File: config.mk
export PLATFORM = sky130hd
export DESIGN_NAME = icache_dm
export DESIGN_NICKNAME = d
export VERILOG_FILES = /design/src/rtl/icache_dm.sv
export SDC_FILE = /design/constraint.sdc
export NUM_CORES = 2
export LEC_CHECK = 0
export ABC_AREA = 0
export CAP_MARGIN = 40
export CORE_MARGIN = 1
export CORE_UTILIZATION = 45
export DETAILED_ROUTE_END_ITERATION = 10
export RECOVER_POWER = 50
export SLEW_MARGIN = 5
export SYNTH_ARGS = -nofsm -noshare
export SYNTH_HDL_FRONTEND = slang
export SYNTH_SLANG_ARGS = --single-unit
File: constraint.sdc
create_clock -name clk -period 4.03 [get_ports clk]
set_input_delay 0.403 -clock clk [delete_from_list [all_inputs] [get_ports clk]]
set_output_delay 0.403 -clock clk [all_outputs]
set_load 0.05 [all_outputs]
File: src/rtl/icache_dm.sv
// Direct-mapped, read-only instruction cache sitting on the IF->ID boundary.
// The fetch PC is latched on each pipeline advance and the instruction is
// looked up combinationally from the latched PC. A miss drops valid and
// refills the line word 0 upward over a req/ack memory port.
module icache_dm #(
  parameter int          LINES    = 16,
  parameter int          WORDS    = 4,
  parameter logic [31:0] RESET_PC = 32'h8000_0000
) (
  input  logic        clk,
  input  logic        rst,
  input  logic        pipeline_en,
  input  logic [31:0] pc,
  input  logic        flush,
  output logic [31:0] inst,
  output logic        valid,
  output logic        mem_req,
  output logic [31:0] mem_addr,
  input  logic        mem_ack,
  input  logic [31:0] mem_rdata
);

  localparam int          WB  = $clog2(WORDS);
  localparam int          OB  = WB + 2;
  localparam int          IB  = $clog2(LINES);
  localparam int          TW  = 32 - OB - IB;
  localparam logic [31:0] NOP = 32'h0000_0013;

  typedef enum logic [1:0] {IDLE, FILL, DONE} stateT;

  stateT            r_state;
  stateT            w_nextState;
  logic [31:0]      r_pcQ;
  logic [31:0]      r_data [LINES*WORDS];
  logic [TW-1:0]    r_tag  [LINES];
  logic [LINES-1:0] r_lineValid;
  logic [TW-1:0]    r_missTag;
  logic [IB-1:0]    r_missIdx;
  logic [WB-1:0]    r_cnt;
  logic             r_flushPend;

  logic [WB-1:0]    w_word;
  logic [IB-1:0]    w_idx;
  logic [TW-1:0]    w_tag;
  logic             w_hit;
  logic             w_lastAck;
  logic             w_unusedPcBits;

  assign w_word         = r_pcQ[OB-1:2];
  assign w_idx          = r_pcQ[OB+IB-1:OB];
  assign w_tag          = r_pcQ[31:OB+IB];
  assign w_unusedPcBits = ^r_pcQ[1:0];
  assign w_hit          = r_lineValid[w_idx] && (r_tag[w_idx] == w_tag);
  assign w_lastAck      = (r_state == FILL) && mem_ack && (r_cnt == WB'(WORDS - 1));

  // Fetch PC latch: follows the predictor whenever the pipeline advances.
  always_ff @(posedge clk or negedge rst) begin
    if (!rst) r_pcQ <= RESET_PC;
    else if (pipeline_en) r_pcQ <= pc;
  end

  // Refill FSM state register.
  always_ff @(posedge clk or negedge rst) begin
    if (!rst) r_state <= IDLE;
    else r_state <= w_nextState;
  end

  // Next-state and output decode; memory port is idle outside FILL.
  always_comb begin
    w_nextState = r_state;
    valid       = 1'b0;
    inst        = NOP;
    mem_req     = 1'b0;
    mem_addr    = '0;
    if (w_hit) inst = r_data[{w_idx, w_word}];
    case (r_state)
      IDLE: begin
        valid = w_hit;
        if (!w_hit) w_nextState = FILL;
      end
      FILL: begin
        mem_req  = 1'b1;
        mem_addr = {r_missTag, r_missIdx, r_cnt, 2'b00};
        if (w_lastAck) w_nextState = DONE;
      end
      DONE:    w_nextState = IDLE;
      default: w_nextState = IDLE;
    endcase
  end

  // Miss bookkeeping: capture the missing line and step the word counter on each ack.
  always_ff @(posedge clk or negedge rst) begin
    if (!rst) begin
      r_missTag <= '0;
      r_missIdx <= '0;
      r_cnt     <= '0;
    end else if ((r_state == IDLE) && !w_hit) begin
      r_missTag <= w_tag;
      r_missIdx <= w_idx;
      r_cnt     <= '0;
    end else if ((r_state == FILL) && mem_ack) begin
      r_cnt <= r_cnt + 1'b1;
    end
  end

  // A flush arriving mid-refill is remembered so the new line is dropped afterwards.
  always_ff @(posedge clk or negedge rst) begin
    if (!rst) r_flushPend <= 1'b0;
    else if (r_state == FILL && flush) r_flushPend <= 1'b1;
    else if (r_state != FILL) r_flushPend <= 1'b0;
  end

  // Line-valid bits: cleared by flush (immediately in IDLE, after DONE otherwise), set on the last refill word.
  always_ff @(posedge clk or negedge rst) begin
    if (!rst) r_lineValid <= '0;
    else if ((r_state == IDLE) && flush) r_lineValid <= '0;
    else if ((r_state == DONE) && (r_flushPend || flush)) r_lineValid <= '0;
    else if (w_lastAck) r_lineValid[r_missIdx] <= 1'b1;
  end

  // Data and tag storage, written only by the refill; deliberately left unreset.
  always_ff @(posedge clk) begin
    if ((r_state == FILL) && mem_ack) r_data[{r_missIdx, r_cnt}] <= mem_rdata;
    if (w_lastAck) r_tag[r_missIdx] <= r_missTag;
  end

endmodule

# After elaboration in Yosys (flattened, before gate mapping)
# Memory sizes are Yosys's and may differ from the RTL's.
# Cells that the tools add are included.
word_totals:
  ff_bits: 81
  mem_bits_rw: 2432
  in_bits: 69
  output_inout_bits: 66
  word_cells: 58
  n_memories: 2
memory_table:
  columns: ["memory", "words", "word_bits", "rd", "rd_ports_with_merged_regs", "wr", "line", "source"]
  rows:
  - ["r_data", 64, 32, 1, 0, 1, "34", "logic [31:0] r_data [LINES*WORDS];"]
  - ["r_tag", 16, 24, 1, 0, 1, "35", "logic [TW-1:0] r_tag [LINES];"]
classes:
  add_sub_neg: 1
  n_lt_le_gt_ge: 3
  eq_ne: 7
  mux: 22
  n_bitwise: 1
  reduce_logical: 15
op_table:
  columns: ["cell", "count"]
  rows:
  - ["$mux 32", 2]
  - ["$mux 16", 3]
  - ["$eq 24x24->1", 1]
  - ["$or 16x16->16", 1]
  - ["$lt 4x5->1 const B", 2]
  - ["$mux 1", 10]
  - ["$logic_and 1x1->1", 8]
  - ["$mux 2", 4]
  - ["$bmux 1 s4", 1]
  - ["$demux 1 s4", 1]
  - ["$eq 2x2->1 const B", 2]
  - ["$ge 4x1->1 const B", 1]
  - ["$ne 2x2->1 const B", 2]
  - ["$pmux 2 s2", 1]
  - ["$reduce_bool 2->1", 2]
  - ["$reduce_bool 3->1", 1]
  - ["$add 2x1->2 const B", 1]
  - ["$eq 2x1->1 const B", 1]
  - ["$logic_not 2->1", 1]
  - ["$ne 2x1->1 const B", 1]
  - ["$reduce_and 2->1", 1]
  - ["$logic_not 1->1", 1]
  - ["$logic_or 1x1->1", 1]

# Depth between registers and ports, before layout
logic_depth:
  ltp_word: 8
  depth_mapped: 15
  mapped_depth_nobuf: 8

# Worst setup path after synthesis
# Ideal clock, no wire load.
synth_path:
  path_type: "register to output"
  start: "register r_pcQ[6]"
  end: "output inst[18]"
  arrival_ns: 4.227
  setup_slack_ns: -0.600
  path_stages_with_launch: 13
  n_path_buf: 4
  cell_sequence: "dfrtp_1 buf_2 buf_2 buf_1 mux4_2 mux2i_1 o21ai_0 or4_1 o31a_1 nor4_4 nand2_1 clkbuf_1 a311oi_1"
synth_via:
  elab_chain_cells: 4
  elab_cells_between_ends: 7
  cone_classes: "eq/ne (1); mux (3); reduce/logical (1); memory (2)"
synth_lines:
  columns: ["item", "line", "source"]
  rows:
  - ["from (decl)", "33", "logic [31:0] r_pcQ;"]
  - ["from (signal assigned)", "59", "else if (pipeline_en) r_pcQ <= pc;"]
  - ["$mem_v2 16x24 or $bmux 1 s4 (tied branches)", null, null]
  - ["$eq 24x24->1 or $mux 1 (tied branches)", "53", "assign w_hit = r_lineValid[w_idx] && (r_tag[w_idx] == w_tag);"]
  - ["$logic_and 1x1->1", "53", null]
  - ["$mux 32 *", "75", "if (w_hit) inst = r_data[{w_idx, w_word}];"]
  - ["to (decl)", "15", "output logic [31:0] inst,"]
# Mark *: on every way between the ends. The rest lies on a longest branch, timed or not. The select of a mux whose other input is x is not followed.

# Worst setup path in the final report
layout_path:
  start: "register r_pcQ[4]"
  end: "output inst[28]"
# The elaborated chain is that of the path after synthesis.

==> flow_metrics.py <==
metrics = {
    "pwr": {
        "power-per-cell-area_nw_per_um2": 532,
        "switching_share": 0.248,
        "vdd_drop_max_mv": 0.539,
        "p_sw_mw": 15.0,
        "p_clk_frac": 0.359,
        "leakage_nw": 35.8,
        "power_frac_seq": 0.513,
        "intPower_mw": 45.5,
        "p_comb_frac": 0.128,
    },
    "cts": {
        "h-tree-depth": 4,
        "tritoncts": "done",
        "cts-buffers-inserted": 241,
        "clk_pin_slew_worst_paths_ns": 0.06,
        "clock_sinks": 2511,
        "insertion_delay_ns": 0.88,
        "cts_buffer_depth": 3,
        "cts-root-buf": "clkbuf_16",
    },
    "layout": {
        "drive_gt1_frac": 0.351,
        "fillers": 16009,
        "finalNetCount": 4648,
        "utilization": 0.533,
        "instances_no_fill": 7604,
        "area_delta_synth_final_pct": 17.4,
    },
    "sta": {
        "post-route-period-util": 1.21,
        "timing.slew.headroom": -0.914,
        "setup_tns_ns": -29.68,
        "setup_viol": 61,
        "finalHoldViolations": 0,
        "hold_ws_ns": 0.136,
        "setup_ws_ns": -0.833,
        "fmax_mhz": 206,
        "skew_ns": 0.0300,
        "rsz0062_at_grt": "true",
        "tightest_slew_ns": 2.87,
        "min_period_ns": 4.86,
        "report.final.slew_viol_count": 1463,
    },
    "outcome": {
        "status": "finished, violations left",
        "violations": "capacitance limit, slew limit, setup timing",
    },
    "hold_path": {
        "whs_path_depth": 3,
        "worstHoldPathType": "primary input to flop",
        "min-delay-start": "pc[29]",
    },
    "logic_synthesis": {
        "ys_types": 62,
        "synthArstFlopShare": 0.0315,
        "synth.top_cell.area_share": 0.755,
        "synth_commonest_cells": "edfxtp_1 (2,432), mux4_2 (747), clkbuf_1 (135)",
        "yosysTopAreaCell": "edfxtp_1",
        "yosysMostFrequentCell": "edfxtp_1",
        "ys_seq_area_frac": 0.775,
        "synth.top_cells.by_area": "edfxtp_1 (75%), mux4_2 (17%), dfrtp_1 (2.0%)",
        "synth_edf_count": 2432,
        "ys_ff_latch": 2511,
        "synthFlopType": "edfxtp_1",
        "ys_warn_count": 0,
        "mappedNetlistArea_um2": 96800,
        "synth.avg_cell_area_um2": 24.0,
        "synthCells": 4033,
    },
    "global_route": {
        "grt_pass1_wl_mm": 359,
        "grt-ovfl-total": 0,
        "grt_max_degree": 65,
        "grtUsageTotal": 0.238,
        "grt_pass1_vias": 46656,
        "grt_antenna_before_repair": 11,
    },
    "critical_path": {
        "cp-startpoint": "r_pcQ[4]$_DFFE_PN0P_",
        "endpoint_kind": "primary output",
        "path_class": "flop to primary output",
        "worstPathRequired_ns": 3.63,
        "start_kind": "flop",
        "critical_path_arrival_ns": 4.46,
        "reg2reg_from": "r_pcQ[4]$_DFFE_PN0P_",
        "path_max_fanout": 7,
        "reg2regPathDepth": 18,
    },
    "floorplanning": {
        "io-pin-count": 135,
        "initial_core_util": 0.454,
        "core.rowCount": 169,
        "core_um2": 213000,
        "die_x_um": 466,
        "dieArea_um2": 217000,
        "die_h_um": 466,
    },
    "detailed_routing": {
        "vias_per_cell": 6.11,
        "vias": 46426,
        "detail_route.wl_per_cell_um": 34.0,
        "drc": 0,
        "drt_iter0_drc": 5416,
        "routed_wl_mm": 259,
        "dr.pass1.iters": 5,
        "ant_nets": 0,
    },
    "job": {
        "drv_cap": 28,
    },
    "placement": {
        "globalplace.congestion": 0.803,
        "dp.cells": 7083,
        "hpwl_mm": 145,
        "pre_cts_ws_ns": -0.264,
        "port_buffers": 130,
    },
}
[sequential cells by signal, summed over array words and instances (netlist names)]
name / cells
r_data: 2048
r_tag: 384
r_pcQ: 30
r_missTag: 24
r_lineValid: 16
r_missIdx: 4
r_cnt: 2
r_state: 2
r_flushPend: 1
[final timing paths]
check	endpoint	slack, ns
hold / removal	r_pcQ[29]$_DFFE_PN0P_	0.14
setup / recovery	inst[28]	-0.83
hold reg to reg	r_lineValid[7]$_DFFE_PN0P_	0.49
min in group asynchronous	r_missTag[19]$_DFFE_PN0P_	0.74
max in group asynchronous	r_pcQ[2]$_DFFE_PN0P_	0.83
setup reg to reg	r_missTag[7]$_DFFE_PN0P_	-0.19
[per-stage QoR]
| step | area (um^2) | power [mW] |
|---|---|---|
| final | 114000 | 60.5 |
| after global routing | 114000 | 62.2 |
| after CTS | 114000 | 60.8 |
| after detailed placement | 105000 | 39.1 |
| after global placement | 105000 | 38.8 |
| after floorplan | 96900 | 35.5 |
[worst max-delay path: stages, from the launching register on]
cell	delay, ns
dfrtp_4	0.51
buf_12	0.16
buf_6	0.11
mux4_2	0.51
xnor2_2	0.19
o32ai_2	0.09
a2111o_1	0.42
a22oi_2	0.16
nor4bb_4	0.43
buf_6	0.19
nand2_4	0.05
buf_12	0.15
a311oi_4	0.39
buf_12	0.19
[final cells by class]
type	instances	area, um^2	share of cell area
antenna	3	7.51	0.0000661
multi-input combinational	1287	21800	0.192
clock inverter	131	1130	0.00996
inverter	13	62.6	0.000551
clock buffer	314	6390	0.0562
timing repair buffer	524	5650	0.0498
sequential	2511	75000	0.661
tap	2821	3530	0.0311
[power by group through the flow]
stage | clock (mW) | sequential (mW) | combinational, mW
5_1_grt | 23.0 | 31.2 | 8.08
3_5_place_dp | 0 | 31.6 | 7.52
2_1_floorplan | 0 | 31.1 | 4.39
6_report | 21.7 | 31.1 | 7.74
3_3_place_gp | 0 | 31.5 | 7.34
4_1_cts | 22.1 | 31.0 | 7.73
[cell families after synthesis]
family,after synthesis,share of synthesized area
other,1,0.0000388
flip-flops,2511,0.775
XOR/XNOR,29,0.00263
multiplexers,883,0.191
AND/OR/NAND/NOR,278,0.0138
buffers and inverters,236,0.0106
adder cells (fa/ha/maj),1,0.000129
AO/OA/AOI/OAI,94,0.00697
[layer usage]
layer / vias to the layer above / track usage / routed length, um / part of all wire
met4: 6 / 0.0668 / 7370 / 0.028
li1: 18409 / - / - / -
met1: 25492 / 0.340 / 106000 / 0.41
met3: 365 / 0.0458 / 21300 / 0.082
met2: 2154 / 0.375 / 124000 / 0.48
met5: - / 0.00373 / 142 / 0.00055
[cell usage in the layout, fill, tap and decap left out, types with 6 or more instances in the layout]
cell | synthesis | routed
nor2_4 | 0 | 81
clkbuf_8 | 0 | 6
clkbuf_1 | 135 | 128
inv_1 | 11 | 10
nand2b_1 | 6 | 6
buf_2 | 25 | 6
and2_1 | 33 | 33
o21ai_0 | 23 | 19
dfrtp_4 | 0 | 6
nand3_1 | 13 | 11
and3_4 | 0 | 21
buf_8 | 0 | 8
dlygate4sd3_1 | 0 | 23
bufinv_16 | 0 | 16
buf_16 | 0 | 7
mux4_2 | 747 | 748
nand2_1 | 38 | 37
edfxtp_1 | 2432 | 2432
mux2_4 | 20 | 29
mux2i_1 | 60 | 56
xnor2_1 | 19 | 17
xor2_1 | 10 | 9
clkdlybuf4s50_1 | 0 | 63
mux2_2 | 50 | 41
nor2b_1 | 8 | 7
nor2_1 | 124 | 43
dfrtp_1 | 78 | 72
buf_6 | 8 | 15
clkinv_8 | 0 | 7
clkbuf_16 | 0 | 249
nor3_1 | 12 | 11
a211oi_1 | 12 | 7
clkinv_1 | 1 | 46
buf_12 | 1 | 106
buf_4 | 8 | 224
clkinv_2 | 0 | 50
o22ai_1 | 13 | 11
[repair_timing]
item	4_1_cts	5_1_grt
endpoints found under the hold margin	471	0
cloned	4	8
pin swaps	12	38
endpoints found under the setup margin	57	61
resized for setup	74	48
hold buffers	23	0
setup buffers	21	20
Note: power is estimated with default switching activity, not from simulation.
